$ cat src/rtl/essential_bit_sched.sv
// essential_bit_sched: walks the set bits of a weight bitmask MSB-first,
// emitting one MSB-relative index per accepted beat. Optional truncation
// after MAX_ITER beats; an all-zero mask produces a single flagged zero beat.
module essential_bit_sched #(
    parameter int W        = 8,
    parameter int IDXW     = $clog2(W),
    parameter int MAX_ITER = W,
    parameter int CNTW     = $clog2(W + 1)
) (
    input  logic            clk,
    input  logic            reset,
    input  logic            in_valid,
    output logic            in_ready,
    input  logic [W-1:0]    in_mask,
    output logic            out_valid,
    input  logic            out_ready,
    output logic [IDXW-1:0] out_idx,
    output logic            out_last,
    output logic            out_zero,
    output logic            busy
);

    typedef enum logic [1:0] {
        IDLE = 2'd0,
        RUN  = 2'd1,
        ZERO = 2'd2
    } state_t;

    state_t          state_q;
    logic [W-1:0]    mask_q;
    logic [W-1:0]    mask_d;
    logic [CNTW-1:0] cnt_q;
    logic [CNTW-1:0] cnt_d;

    logic [IDXW-1:0] hi_pos;
    logic            single_bit;
    logic            cnt_limit;
    logic            run_last;

    // Position of the highest set bit; the last match in an ascending scan wins.
    function automatic logic [IDXW-1:0] msb_pos(input logic [W-1:0] m);
        logic [IDXW-1:0] p;
        p = '0;
        for (int i = 0; i < W; i++) begin
            if (m[i]) begin
                p = IDXW'(i);
            end
        end
        return p;
    endfunction

    // Mask with bit p removed.
    function automatic logic [W-1:0] clear_bit(input logic [W-1:0] m,
                                               input logic [IDXW-1:0] p);
        logic [W-1:0] onehot;
        onehot = {{(W-1){1'b0}}, 1'b1} << p;
        return m & ~onehot;
    endfunction

    // Priority encode of the remaining bits and last-beat detection.
    always_comb begin
        hi_pos     = msb_pos(mask_q);
        // Exactly one bit left: clearing the lowest set bit leaves nothing.
        single_bit = ((mask_q & (mask_q - {{(W-1){1'b0}}, 1'b1})) == '0);
        cnt_limit  = (cnt_q == CNTW'(MAX_ITER - 1));
        run_last   = single_bit || cnt_limit;
        mask_d     = clear_bit(mask_q, hi_pos);
        cnt_d      = cnt_q + CNTW'(1);
    end

    // Sequencer FSM: accept a mask in IDLE, serve bits in RUN, single zero beat in ZERO.
    always_ff @(posedge clk or negedge reset) begin
        if (!reset) begin
            state_q <= IDLE;
            mask_q  <= '0;
            cnt_q   <= '0;
        end else begin
            case (state_q)
                IDLE: begin
                    if (in_valid) begin
                        mask_q  <= in_mask;
                        cnt_q   <= '0;
                        state_q <= (in_mask != '0) ? RUN : ZERO;
                    end
                end
                RUN: begin
                    if (out_ready) begin
                        cnt_q <= cnt_d;
                        if (run_last) begin
                            // Any bits beyond the truncation point are dropped here.
                            mask_q  <= '0;
                            state_q <= IDLE;
                        end else begin
                            mask_q <= mask_d;
                        end
                    end
                end
                ZERO: begin
                    if (out_ready) begin
                        state_q <= IDLE;
                    end
                end
                default: begin
                    state_q <= IDLE;
                end
            endcase
        end
    end

    // Output decode from registered state only; in_ready is also held low during reset.
    always_comb begin
        in_ready  = 1'b0;
        out_valid = 1'b0;
        out_idx   = '0;
        out_last  = 1'b0;
        out_zero  = 1'b0;
        busy      = 1'b0;
        case (state_q)
            IDLE: begin
                in_ready = reset;
            end
            RUN: begin
                out_valid = 1'b1;
                out_idx   = IDXW'(W - 1) - hi_pos;
                out_last  = run_last;
                busy      = 1'b1;
            end
            ZERO: begin
                out_valid = 1'b1;
                out_last  = 1'b1;
                out_zero  = 1'b1;
                busy      = 1'b1;
            end
            default: begin
                in_ready = 1'b0;
            end
        endcase
    end

endmodule

$ cat config.mk
export PLATFORM = sky130hd
export DESIGN_NAME = essential_bit_sched
export DESIGN_NICKNAME = d
export VERILOG_FILES = /design/src/rtl/essential_bit_sched.sv
export SDC_FILE = /design/constraint.sdc
export NUM_CORES = 1
export LEC_CHECK = 0
export CORE_MARGIN = 2
export CORE_UTILIZATION = 50
export DETAILED_ROUTE_END_ITERATION = 6
export GPL_ROUTABILITY_DRIVEN = 0
export GPL_TIMING_DRIVEN = 0
export PLACE_DENSITY = 0.76
export SLEW_MARGIN = 20
export SYNTH_ARGS = -nofsm -noshare
export SYNTH_HDL_FRONTEND = slang
export SYNTH_SLANG_ARGS = --single-unit
$ cat constraint.sdc
create_clock -name clk -period 4.7 [get_ports clk]
set_input_delay 1.175 -clock clk [delete_from_list [all_inputs] [get_ports clk]]
set_output_delay 1.175 -clock clk [all_outputs]
set_load 0.02 [all_outputs]
Yosys cells after proc, flatten, opt, wreduce, memory -nomap -nowiden
Index checks and enable logic that the tools add are counted.

storage, ports and cells
  register bits = 14
  bits in latches = 0
  bits in writable memories = 0
  bits in read-only memories = 0
  input port bits = 12
  output and inout port bits = 8
  word-level logic and storage cells = 50
  memories kept = 0

cells by class
  $add $sub $neg = 3
  multiply operators = 0
  divide/modulo/power cells = 0
  order comparisons = 0
  eq/ne operators = 7
  shift-type cells = 1
  multiplexer cells = 25
  bitwise logic cells = 3
  reductions and logical operators = 8

operator list
  kind                   number
  $mux W8                3
  $mux W3                6
  $and A8 B8 Y8          2
  $pmux W8 S2            1
  $mux W2                6
  $logic_not A8 Y1       1
  $mux W4                2
  $ne A2 B2 Y1 const B   4
  $not A8 Y8             1
  $pmux W4 S2            1
  $reduce_bool A8 Y1     1
  $shl A1 B3 Y8 const A  1
  $sub A8 B1 Y8 const B  1
  $pmux W2 S3            1
  $add A4 B1 Y4 const B  1
  $eq A4 B3 Y1 const B   1
  $mux W1                4
  $reduce_and A4 Y1      1
  $reduce_and A3 Y1      1
  $sub A3 B3 Y3 const A  1
  $eq A2 B1 Y1 const B   1
  $eq A2 B2 Y1 const B   1
  $logic_not A2 Y1       1
  $pmux W1 S2            1
  3 further kinds        3

Logic depth before layout (Yosys ltp)
Gate-level depths: netlist of run 1.

  depth after elaboration = 13
  mapped depth = 7
  mapped depth without buffers = 7

Least setup slack after synthesis of run 1
Ideal clock, no wire load.

  path kind = reg-to-output
  from = register mask_q[3]
  to = output out_last
  data arrival time = 1.851 ns
  data required time = 3.525 ns
  setup slack = 1.674 ns
  stages on the path, launching flop included = 6
  buffers on the path = 0
  cell sequence = dfrtp_1 or4_1 maj3_2 o21ai_0 a21oi_1 nor2b_1

between the ends
  cells in the longest elaborated chain, start to end = 5

ends and longest elaborated chain
  item                      RTL line  RTL
  start: declaration        30        logic [W-1:0] mask_q;
  start signal: assignment  81        mask_q <= in_mask;
  start signal: assignment  94        mask_q <= mask_d;
  $sub A8 B1 Y8             64        single_bit = ((mask_q & (mask_q - {{(W-1){1'b0}}, 1'b1})) == '0);
  $and A8 B8 Y8 *           64
  $logic_not A8 Y1 *        64
  $logic_or A1 B1 Y1 *      66        run_last = single_bit || cnt_limit;
  $pmux W1 S2 *             118       case (state_q)
  end: declaration          18        output logic out_last,

Every way passes the cells marked *; elsewhere a longest branch is shown, timed or not.

Worst setup path after layout of run 1
  from = input reset
  to = output in_ready

between the ends
  cells in the longest elaborated chain, start to end = 1

ends and longest elaborated chain
  item                RTL line  RTL
  start: declaration  11        input logic reset,
  $mux W1             118
  end: declaration    13        output logic in_ready,

No other way between the ends.

==> run_results.csv, run 1 <==
group,metric,value,unit
cts,clk_path_buf_depth,2,
cts,clkSinkCount,14,
routing,via_per_inst,5.762,
global_route,grt_usage,0.2283,
logic_synthesis,synth_simple_gate_area_frac,0.1872,
power,p_sw_frac,0.4585,
global_route,grt_pass1_wl,3.505,mm
die,ioPinCount,20,
finish,nFillCells,158,
logic_synthesis,synth_compound_area_frac,0.2727,
power,pwr-share-comb,0.653,
routing,finalWirelength,2.119,mm
logic_synthesis,synth_cells,104,
sta,fin_crit_sh,0.8662,
cts,hold_buffers,0,
worst_hold_path,hold_class,"flop to flop",
power,p_leak,0.0005056,uW
logic_synthesis,yosysWarnings,0,
global_route,antenna_found_initial,0,
die,die-area,2204,um^2
logic_synthesis,synth_nets,120,
sta,setup-tns-final,0,ns
sta,min_period,4.071,ns
setup_path,end_kind,"output port",
finish,diodes,0,
finish,final_area,1166,um^2
logic_synthesis,ys_seq_area_frac,0.3799,
cts,path_clk_slew,0.08,ns
job,drv_cap,0,
power,finalPower,849.0,uW
cts,cts_setup_buffers,0,
logic_synthesis,synth-xor-area-share,0.009498,
die,core,1727,um^2
logic_synthesis,synth_area_leaders,"dfrtp_1 (38%), o21ai_0 (6.5%), ha_1 (5.4%), a22o_1 (4.7%), nor2_1 (4.1%)",
logic_synthesis,synth_cell_types,36,
routing,drc,0,
power,ir_drop,0.4235,mV
sta,final_max_slew_viol_count,0,
setup_path,crit_path_top_delay_cell,"clkdlybuf4s50_1",
setup_path,critPathArrivalTime,2.90,ns
cts,cts_resized,0,
finish,layout-drive-gt1-share,0.07937,
sta,tightest_slew,0.6880,ns
global_route,grt_max_degree,16,
die,row_count,15,
setup_path,cp_cell_sequence,"clkdlybuf4s50_1 > and2_1 > clkdlybuf4s50_1",
routing,num_vias,870,
setup_path,crit_path_start_kind,"input pin",
setup_path,cpMostUsedCell,"clkdlybuf4s50_1",
setup_path,cpPeakStageDelay,0.90,ns
status,outcome,"finished clean",
cts,htreeDepth,1,
routing,drtAntennaViolNets,0,
power,power.share.clock,0.083,
setup_path,critPathRequiredTime,3.52,ns
logic_synthesis,syn_avg_cell_area,8.867,um^2
die,fp.dieW,46.95,um
sta,max_freq,245.6,MHz
power,power_density,728.1,nW/um^2
logic_synthesis,synth_fa_ha_area_frac,0.06649,
routing,first_pass_iters,4,
logic_synthesis,synth_seq_cells,14,
die,start_util,0.5341,
placed_design,placed_area,1144,um^2
logic_synthesis,yosys.area.top_type,"dfrtp_1",
power,intPower,459.8,uW
power,seqPwrFrac,0.263,
die,die_y,46.95,um
global_route,grt_pass1_vias,769,
power,p_sw,389.2,uW
setup_path,cp_max_fo,15,
logic_synthesis,synth_area,922.1,um^2
setup_path,path_buf_inv,2,
finish,syn_to_final_growth,26.46,%
placed_design,io_buffers,19,
sta,rsz0062_at_grt,"false",
sta,fin_worst_skew,0.001246,ns
routing,drt-initial-drc-count,11,
cts,clk_latency,0.28,ns
cts,cts_tree,"done",
logic_synthesis,synth_top_area_frac,0.3799,
logic_synthesis,synth_top_family_by_area,"compound AO/OA/AOI/OAI gates",
finish,nets,144,
routing,wl_per_cell,14.03,um
setup_path,crit_family,"buffers and inverters",
sta,relSlewSlack,0.5396,
logic_synthesis,muxShareOfSynthArea,0.03256,
sta,finalSetupViolCount,0,
sta,finalHoldViolCount,0,
cts,cts_root_buf,"clkbuf_4",
placed_design,post-dp-hpwl,1.555,mm
cts,cts-buffers-inserted,3,
global_route,grt-ovfl-total,0,
setup_path,crit_type,"input pin to output port",
## area by class of cell
| class | count | area [um^2] | area share |
|---|---|---|---|
| Buffer | 4 | 21.27 | 0.01824 |
| Clock buffer | 3 | 22.52 | 0.01931 |
| Sequential cell | 14 | 350.3 | 0.3004 |
| Timing Repair Buffer | 19 | 190.2 | 0.1631 |
| Inverter | 7 | 26.28 | 0.02253 |
| Tap cell | 25 | 31.28 | 0.02682 |
| Multi-Input combinational cell | 79 | 524.3 | 0.4496 |
## placed cells by master (no fill, tap or decap), types with 2 or more instances in the layout
master	instances
nor2_1	10
inv_1	7
and2_1	2
clkdlybuf4s50_1	19
o31ai_1	2
nand3_1	4
nand2_1	7
clkbuf_4	3
nor4_1	3
a211oi_1	2
dfrtp_1	14
a21oi_1	5
ha_1	4
mux2i_1	3
nor2b_1	2
a22o_1	5
o21ai_0	12
a22oi_1	2
## sequential cells by signal, summed over array words and instances (netlist names)
| signal | flops |
|---|---|
| mask_q | 8 |
| state_q | 2 |
| cnt_q | 4 |
## per-stage QoR
stage                       util  setup slack (ns)  hold WS, ns  cells
after floorplan                -             1.674       0.4669    104
after global placement    0.6623            0.6006       0.4928    148
after detailed placement  0.6623            0.5888       0.5110    148
after CTS                 0.6754            0.5732       0.5229    151
after global routing      0.6754            0.4539       0.5484    151
final                     0.6754            0.6290       0.5177    151
## cell usage after synthesis (all sizes together)
| cell | count |
|---|---|
| ha | 4 |
| dfrtp | 14 |
| or3 | 1 |
| and3 | 1 |
| nor3 | 1 |
| xnor2 | 1 |
| a21o | 1 |
| nor2 | 10 |
| and2 | 2 |
| clkbuf | 2 |
| nor2b | 2 |
| o211a | 2 |
| o21ai | 13 |
| nand2b | 1 |
| nand4 | 1 |
| nand2 | 7 |
| o211ai | 1 |
| a21oi | 5 |
| o22ai | 1 |
| nor4 | 3 |
| a22o | 6 |
| a211oi | 2 |
| nor3b | 1 |
| buf | 2 |
| maj3 | 1 |
| or4 | 1 |
| inv | 7 |
| o31ai | 2 |
| a22oi | 2 |
| mux2i | 3 |
| nand3 | 4 |
## metal layers
metal,track usage,vias to the layer above,wire length [um]
met2,0.3342,26,943
met3,0.04231,4,119
met1,0.3271,415,1017
li1,-,425,-
met5,0,-,0
met4,0.1000,0,38
## worst reg2reg max path, delay by kind of cell (launching register included)
family	cells	cell delay [ns]
adders and majority gates	1	0.35
AOI/OAI and AO/OA	2	0.51
muxes	1	0.19
and+or+nand+nor	1	0.56
DFF	1	0.47
## cell families after synthesis
logic type               after synthesis
multiplexers                           3
AND/OR/NAND/NOR                       35
AO/OA/AOI/OAI                         35
flip-flops                            14
XOR/XNOR                               1
adder cells (fa/ha/maj)                5
buffers and inverters                 11
## power groups by stage
stage                     clock, uW  combinational [uW]  sequential [uW]
after floorplan                   0                 404              210
after global placement            0                 543              222
after detailed placement          0                 555              226
after CTS                      71.2                 558              223
after global routing           77.4                 621              232
final                          70.6                 555              224
## worst paths after layout
path                           start         end  slack, ns  depth (start not counted)
setup / recovery               reset    in_ready       0.63                          3
hold / removal              cnt_q[2]    cnt_q[2]       0.52                          1
setup reg to reg           mask_q[3]  state_q[0]       2.54                          5
hold reg to reg             cnt_q[2]    cnt_q[2]       0.52                          1
max in group asynchronous      reset   mask_q[1]       2.99                          1
min in group asynchronous      reset    cnt_q[1]       1.29                          1
No activity file was read; power rests on OpenSTA's default activity.
==> run 2: changes to the inputs <==
clock period = 5.3 ns   (was 4.7 ns; I/O delays follow)
==> results of run 2 <==
Same layout as run 1 (identical final DEF). Status: finished clean.
Among the figures that moved: setup slack after placement 0.5888 ns -> 0.8888 ns; setup slack after layout 0.6290 ns -> 0.9290 ns; register-to-register setup slack 2.54 ns -> 3.14 ns; total power 849.0 uW -> 752.9 uW; worst IR drop on VDD 0.4235 mV -> 0.3756 mV
